--- src/rtl/buffer_pkg.sv ---
// Shared defaults and helpers for the round-robin buffered output mux.
package buffer_pkg;

  localparam int DEF_DATA_WIDTH = 8;
  localparam int DEF_NUM_CH     = 4;
  localparam int DEF_CNT_WIDTH  = 8;

  typedef enum logic {
    ST_EMPTY = 1'b0,
    ST_FULL  = 1'b1
  } out_state_e;

  function automatic int ptr_width(input int num_ch);
    return (num_ch > 1) ? $clog2(num_ch) : 1;
  endfunction

endpackage

--- src/rtl/rr_arbiter.sv ---
// Round-robin arbiter: grants the first requester at or above the pointer,
// wrapping, and moves the pointer past the winner when told to advance.
module rr_arbiter
  import buffer_pkg::*;
#(
  parameter int NUM_CH = DEF_NUM_CH,
  localparam int PW    = ptr_width(NUM_CH)
) (
  input  logic              clk,
  input  logic              rst_n,
  input  logic [NUM_CH-1:0] req,
  input  logic              advance,
  output logic [NUM_CH-1:0] gnt,
  output logic [PW-1:0]     gnt_idx
);

  logic [PW-1:0] ptr;
  logic [PW:0]   cand;
  logic          found;

  always_comb begin
    gnt_idx = '0;
    found   = 1'b0;
    cand    = '0;
    for (int k = 0; k < NUM_CH; k++) begin
      cand = {1'b0, ptr} + (PW+1)'(k);
      if (cand >= (PW+1)'(NUM_CH)) cand = cand - (PW+1)'(NUM_CH);
      if (!found && req[cand[PW-1:0]]) begin
        found   = 1'b1;
        gnt_idx = cand[PW-1:0];
      end
    end
    gnt = found ? (NUM_CH'(1) << gnt_idx) : '0;
  end

  always_ff @(posedge clk or negedge rst_n) begin
    if (!rst_n) begin
      ptr <= '0;
    end else if (advance) begin
      if (gnt_idx == PW'(NUM_CH - 1)) ptr <= '0;
      else                            ptr <= gnt_idx + 1'b1;
    end
  end

endmodule

--- src/rtl/buffer_rr_mux.sv ---
// N-channel request mux: round-robin arbitration into a single registered
// output word with valid/ready handshake and a saturating contention counter.
module buffer_rr_mux
  import buffer_pkg::*;
#(
  parameter int DATA_WIDTH = DEF_DATA_WIDTH,
  parameter int NUM_CH     = DEF_NUM_CH,
  parameter int CNT_WIDTH  = DEF_CNT_WIDTH,
  localparam int PW        = ptr_width(NUM_CH)
) (
  input  logic                         clk,
  input  logic                         rst_n,
  input  logic [NUM_CH-1:0]            data_en,
  input  logic [NUM_CH*DATA_WIDTH-1:0] data_in,
  output logic [NUM_CH-1:0]            data_ack,
  output logic [DATA_WIDTH-1:0]        data_out,
  output logic                         data_valid,
  input  logic                         data_ready,
  output logic [CNT_WIDTH-1:0]         contention_cnt
);

  out_state_e          state;
  logic                load_ok;
  logic                grant;
  logic [NUM_CH-1:0]   gnt;
  logic [PW-1:0]       gnt_idx;
  logic [DATA_WIDTH-1:0] sel_word;

  assign data_valid = (state == ST_FULL);
  assign load_ok    = (state == ST_EMPTY) || data_ready;
  assign grant      = |gnt;
  // Ack is gated by reset so no source believes its word was taken mid-reset.
  assign data_ack   = gnt & {NUM_CH{rst_n}};

  rr_arbiter #(.NUM_CH(NUM_CH)) u_arb (
    .clk     (clk),
    .rst_n   (rst_n),
    .req     (data_en & {NUM_CH{load_ok}}),
    .advance (grant),
    .gnt     (gnt),
    .gnt_idx (gnt_idx)
  );

  always_comb begin
    sel_word = '0;
    for (int i = 0; i < NUM_CH; i++) begin
      if (gnt[i]) sel_word = data_in[i*DATA_WIDTH +: DATA_WIDTH];
    end
  end

  // A grant only happens when load_ok, so loading in FULL implies a drain.
  always_ff @(posedge clk or negedge rst_n) begin
    if (!rst_n) begin
      state    <= ST_EMPTY;
      data_out <= '0;
    end else begin
      case (state)
        ST_EMPTY: begin
          if (grant) begin
            data_out <= sel_word;
            state    <= ST_FULL;
          end
        end
        ST_FULL: begin
          if (grant)           data_out <= sel_word;
          else if (data_ready) state    <= ST_EMPTY;
        end
        default: state <= ST_EMPTY;
      endcase
    end
  end

  always_ff @(posedge clk or negedge rst_n) begin
    if (!rst_n) begin
      contention_cnt <= '0;
    end else if (grant && ($countones(data_en) > 1) && (contention_cnt != '1)) begin
      contention_cnt <= contention_cnt + 1'b1;
    end
  end

endmodule

--- config.mk ---
export PLATFORM = sky130hd
export DESIGN_NAME = buffer_rr_mux
export DESIGN_NICKNAME = d
export VERILOG_FILES = /design/src/rtl/buffer_pkg.sv /design/src/rtl/rr_arbiter.sv /design/src/rtl/buffer_rr_mux.sv
export SDC_FILE = /design/constraint.sdc
export NUM_CORES = 1
export LEC_CHECK = 0
export ABC_AREA = 1
export BUFFER_PORTS_ARGS = -buffer_cell sky130_fd_sc_hd__buf_2
export CORE_ASPECT_RATIO = 2
export CORE_MARGIN = 5
export CORE_UTILIZATION = 45
export CTS_CLUSTER_SIZE = 10
export DETAILED_ROUTE_END_ITERATION = 8
export PLACE_DENSITY = 0.84
export RECOVER_POWER = 50
export SLEW_MARGIN = 20
export SYNTH_ARGS = -nofsm -noshare
export SYNTH_HDL_FRONTEND = slang
export SYNTH_HIERARCHICAL = 1
export SYNTH_SLANG_ARGS = --single-unit
--- constraint.sdc ---
create_clock -name clk -period 2.2 [get_ports clk]
set_input_delay 0.33 -clock clk [delete_from_list [all_inputs] [get_ports clk]]
set_output_delay 0.33 -clock clk [all_outputs]
set_load 0.02 [all_outputs]
==> results_dict.tcl, run 1 <==
set metrics [dict create \
    die_area_um2 5170 \
    post-synth-top-count-cell "nand2_1" \
    synth_warnings 6 \
    n_antenna_cell 0 \
    cts_tree "done" \
    synth_nets 313 \
    dp.cells 386 \
    drive_gt1_share_pct 44.6 \
    worst_setup_path_end_kind "primary output" \
    max_slew_margin_pct 77.6 \
    cts-root-buf "clkbuf_8" \
    fillers 334 \
    core.rowCount 31 \
    overflow 0 \
    avgRoutedWirePerCell_um 12.5 \
    maxCapViolCount 0 \
    worst-endpoint-required_ns 1.87 \
    ys_types 25 \
    drc 0 \
    fmax_mhz 382 \
    cp_max_fo 5 \
    vias 1923 \
    crit_path_cell_trace "inv_2 > nor2_4 > nor2_2 > nand2_1 > nand2_2 > nand2_4 > nand2_2 > nor2_4 > nand4_1 > nand2_4 > buf_6 > ha_4 > nand2_2 > inv_2 > nand2_1 > inv_1 > buf_6" \
    avgSynthCellArea_um2 6.33 \
    synth-seq-cells 19 \
    crit_arrival_ns 2.29 \
    ant_nets 0 \
    initial_core_util_pct 46.5 \
    grt_pass1_vias 1978 \
    nets 396 \
    status "finished, violations left" \
    synth_area_leaders "dfrtp_1, nand2_1, nand3_1, inv_1, ha_1" \
    path_class "reg2out" \
    async_flop_share_pct 100 \
    synth_common_cells "nand2_1, inv_1, nand3_1, dfrtp_1, nor2_1" \
    rsz0062_at_grt "yes" \
    finalCritPeriodShare_pct 119 \
    violations "negative setup slack" \
    worst_slew_pin_slew_ns 0.336 \
    synth_top_area_share_pct 28.0 \
    finalHoldViolations 0 \
    crit_buf_inv 5 \
    num_io_pins 60 \
    stdcell_count 399 \
    fin_skew_ns 0.00216 \
    io_buffers 59 \
    insertion_delay_ns 0.26 \
    antenna_found_initial 0 \
    setup_violations 23 \
    cts_sinks 19 \
    grt_start_max_net_pins 16 \
    maxSlewViolCount 0 \
    synth-edff-count 0 \
    crit_path_max_incr_delay_ns 0.37 \
    synth_flop_cell "dfrtp_1" \
    cpMostUsedCell "nand2_2" \
    yosysTopAreaCell "dfrtp_1" \
    clk_path_buf_depth 2 \
    finalCriticalPeriod_ns 2.62 \
    path_clk_slew_ns 0.07 \
    dp_slack_ns -0.271 \
    coreArea_um2 3650 \
    dp_hpwl_mm 3.74 \
    slowest_stage "dfrtp_2" \
    critPathLaunchType "flip-flop" \
    netlist_area_um2 1700 \
    hold_path_class "in2reg" \
    track_usage_pct 19.7 \
    gp_congestion 0.843 \
    routed_wl_mm 4.99 \
    drt_iter0_drc 31 \
    ys_seq_area_share_pct 28.0 \
    via_per_inst 4.82 \
    die_w_um 53.4 \
    dieHeight_um 96.8 \
    dr.pass1.iters 4 \
    setup_slack_ns -0.418 \
    grt_pass1_wl_mm 7.89 \
    htree_levels 1 \
    netlist_instances 268 \
    syn2layout_area_growth_pct 45.4 \
    cts_buffers 3 \
    critPathTopFamily "simple AND/OR/NAND/NOR gates" \
]
[worst paths after layout]
check / start / cells past startpoint / slack (ns) / end
max reg2reg: data_valid / 22 / -0.34 / contention_cnt[4]
max in group asynchronous: rst_n / 3 / 1.26 / data_out[3]
min reg2reg: data_out[0] / 2 / 0.53 / data_out[0]
max: data_valid / 17 / -0.42 / data_ack[0]
min in group asynchronous: rst_n / 2 / 0.48 / data_out[1]
min: data_in[30] / 3 / 0.29 / data_out[6]
[routing by layer]
metal	global-route usage [%]	share of wire, %
met1	16.4	31
met2	40.2	61
met3	2.31	5.2
met4	9.65	3.2
met5	0	0
[flip-flops by register name, indices dropped and copies added (netlist names)]
signal / count
u_arb/ptr: 2
data_valid: 1
contention_cnt: 8
data_out: 8
[per-stage QoR]
step / utilization, % / setup TNS, ns / hold slack [ns] / cell area (µm²)
2_1_floorplan: - / -1.18 / 0.0344 / 1720
3_3_place_gp: 58.7 / -3.47 / 0.247 / 2140
3_5_place_dp: 58.7 / -4.98 / 0.246 / 2140
4_1_cts: 66.4 / -5.56 / 0.289 / 2420
5_1_grt: 67.6 / -12.12 / 0.291 / 2460
6_report: 67.6 / -7.32 / 0.291 / 2460
[cell families (layout without fill, tap and decap cells)]
group	count (synthesis)	count (layout)	share of synthesized area, %
AOI/OAI and AO/OA	11	11	3.25
xor gates and xnor gates	3	3	1.55
adders and majority gates	6	6	4.87
buffers and inverters	47	129	11.4
DFF	19	19	28.0
and+or+nand+nor	182	182	50.9
[worst min-delay path: cells and delay by family]
kind / cells / cell delay, ns
buf+inv: 1 / 0.07
simple gates: 2 / 0.12
[placed cells by master (no fill, tap or decap), types with 4 or more instances in the layout]
cell     netlist  routed
buf_6          1       9
dfrtp_1       19      18
nand2_1      113     106
nand2_4        5       7
nand3_1       31      28
ha_4           0       4
a21oi_2        0       8
inv_2          5      15
nand3_2        4       7
inv_1         37      23
nand2_2        6      11
buf_2          1      55
nor2_4         4       5
inv_4          0       4
nor2_1        12       7
nor2_2         2       6
buf_4          2      16
[final cells by class]
cell class                 count  area (µm²)  area share, %
multi-input combinational    202        1170           47.5
timing repair buffer          83         542           22.0
sequential                    19         477           19.3
inverter                      42         168           6.80
tap                           49        61.3           2.49
clock buffer                   3        41.3           1.68
clock inverter                 1        5.00          0.203
[repair_timing]
| item | CTS | global route |
|---|---|---|
| buffers inserted | 6 | 2 |
| setup endpoints to repair | 23 | 23 |
| hold buffers | 1 | 0 |
| pin swaps | 14 | 6 |
| hold endpoints to repair | 10 | 0 |
| gates resized for setup | 51 | 8 |
Power of run 1 is left out: the tool's default activity adds up to more than one toggle a clock period on the data nets, which glitch-free logic cannot reach.
==> inputs of run 2 (changes only) <==
- CELL_PAD_IN_SITES_DETAIL_PLACEMENT: not set -> 1
- CELL_PAD_IN_SITES_GLOBAL_PLACEMENT: not set -> 1
- CORE_UTILIZATION: 45 -> 34
- PLACE_DENSITY: 0.84 -> 0.89
- clock period: 2.2 -> 2.6 ns (I/O delays scaled with it)
==> results_dict.tcl, run 2 (same netlist as run 1, synthesis figures left out) <==
set metrics [dict create \
    drive_gt1_share_pct 43.7 \
    routed_wl_mm 5.84 \
    drc 0 \
    setup_slack_ns -0.173 \
    die_area_um2 6580 \
    worst_setup_path_end_kind "primary output" \
    max_slew_margin_pct 65.4 \
    nets 396 \
    finalCritPeriodShare_pct 107 \
    r2r-start "data_valid" \
    crit_arrival_ns 2.38 \
    grt_start_max_net_pins 24 \
    antenna_found_initial 0 \
    cts_tree "done" \
    htree_levels 1 \
    path_class "reg2out" \
    cts-root-buf "clkbuf_8" \
    ant_nets 0 \
    path_clk_slew_ns 0.07 \
    maxCapViolCount 0 \
    final_common_cell "nand2_1" \
    fin_skew_ns 0.00235 \
    finalHoldViolations 0 \
    syn2layout_area_growth_pct 43.0 \
    finalCriticalPeriod_ns 2.77 \
    drt_iter0_drc 66 \
    status "finished, violations left" \
    via_per_inst 4.79 \
    worst_r2r_endpoint "contention_cnt[4]" \
    core.rowCount 36 \
    dr.pass1.iters 4 \
    gp_congestion 0.769 \
    setup_tns_ns -2.53 \
    violations "negative setup slack" \
    grt_pass1_vias 2037 \
    clk_path_buf_depth 2 \
    cts_buffers 3 \
    fillers 665 \
    final_cell_mix "nand2_1, buf_2, nand3_1, buf_4, inv_1" \
    die_w_um 59.9 \
    num_io_pins 60 \
    coreArea_um2 4860 \
    maxSlewViolCount 0 \
    r2r_slack_ns -0.16 \
    dp_hpwl_mm 4.41 \
    critPathLaunchType "flip-flop" \
    n_antenna_cell 0 \
    initial_core_util_pct 34.9 \
    io_buffers 59 \
    grt_pass1_wl_mm 8.76 \
    top_regs "contention_cnt x8, data_out x8, u_arb/ptr x2" \
    cts_hold_buf 0 \
    cp_max_fo 5 \
    worst_slew_pin_slew_ns 0.519 \
    avgRoutedWirePerCell_um 14.3 \
    fmax_mhz 361 \
    rsz0062_at_grt "yes" \
    overflow 0 \
    worst-endpoint-required_ns 2.21 \
    r2r_cells 25 \
    setup_violations 23 \
    fin_hold_ws_ns 0.0984 \
    cts_sinks 19 \
    multi_input_area_um2 1150 \
    stdcell_count 407 \
    insertion_delay_ns 0.26 \
    vias 1951 \
    dieHeight_um 110 \
    seq_area_um2 475 \
    track_usage_pct 17.1 \
    dp.cells 390 \
    hold_path_class "in2async" \
]
## run 2: layout make-up
class	instances	share of cell area (%)
multi-input combinational	202	47.6
timing repair buffer	83	21.3
sequential	19	19.6
inverter	42	6.71
tap	57	2.94
clock buffer	4	1.86
## run 2: worst max path at each step
stage | startpoint | to | slack [ns] | depth (start not counted)
CTS | data_valid | data_ack[2] | -0.04 | 18
detailed placement | data_ready | contention_cnt[6] | -0.10 | 22
global route | data_valid | data_ack[2] | -0.34 | 18
finish | data_valid | data_ack[2] | -0.17 | 19
global placement | data_ready | contention_cnt[0] | 0.01 | 24
floorplan | data_valid | data_ack[2] | 0.02 | 19
## run 2: worst max-delay path, cell delays in order (launching register included)
cell,delay (ns)
dfrtp_1,0.39
inv_2,0.07
nor2_4,0.05
nor2_2,0.13
inv_2,0.05
nand2_2,0.08
nand3_4,0.09
buf_6,0.13
buf_4,0.12
nand2_1,0.07
nand2_1,0.09
nand3_2,0.09
nand2_2,0.08
inv_2,0.10
ha_2,0.16
nand2_1,0.06
inv_2,0.08
nand2_2,0.06
inv_2,0.09
buf_6,0.11
## run 2: metal layers
metal	vias to the layer above	track usage, %	part of all wire [%]
met5	-	0	0
met4	0	5.23	1.9
met3	10	1.65	3.9
met2	47	35.4	60
met1	917	16.2	34
li1	977	-	-
## run 2: per-stage QoR
stage / utilization [%] / setup WS (ns) / instance area (µm²)
global placement: 43.7 / 0.0135 / 2120
global route: 49.8 / -0.341 / 2420
floorplan: - / 0.0243 / 1700
finish: 49.8 / -0.173 / 2420
CTS: 47.6 / -0.0425 / 2320
detailed placement: 43.7 / -0.101 / 2120
## run 2: what timing repair did
item | CTS | global route
buffers inserted | 8 | 5
hold endpoints to repair | 0 | 0
pin swaps | 9 | 18
gates resized for setup | 36 | 24
setup endpoints to repair | 4 | 23
Power of run 2 is left out for the same reason.
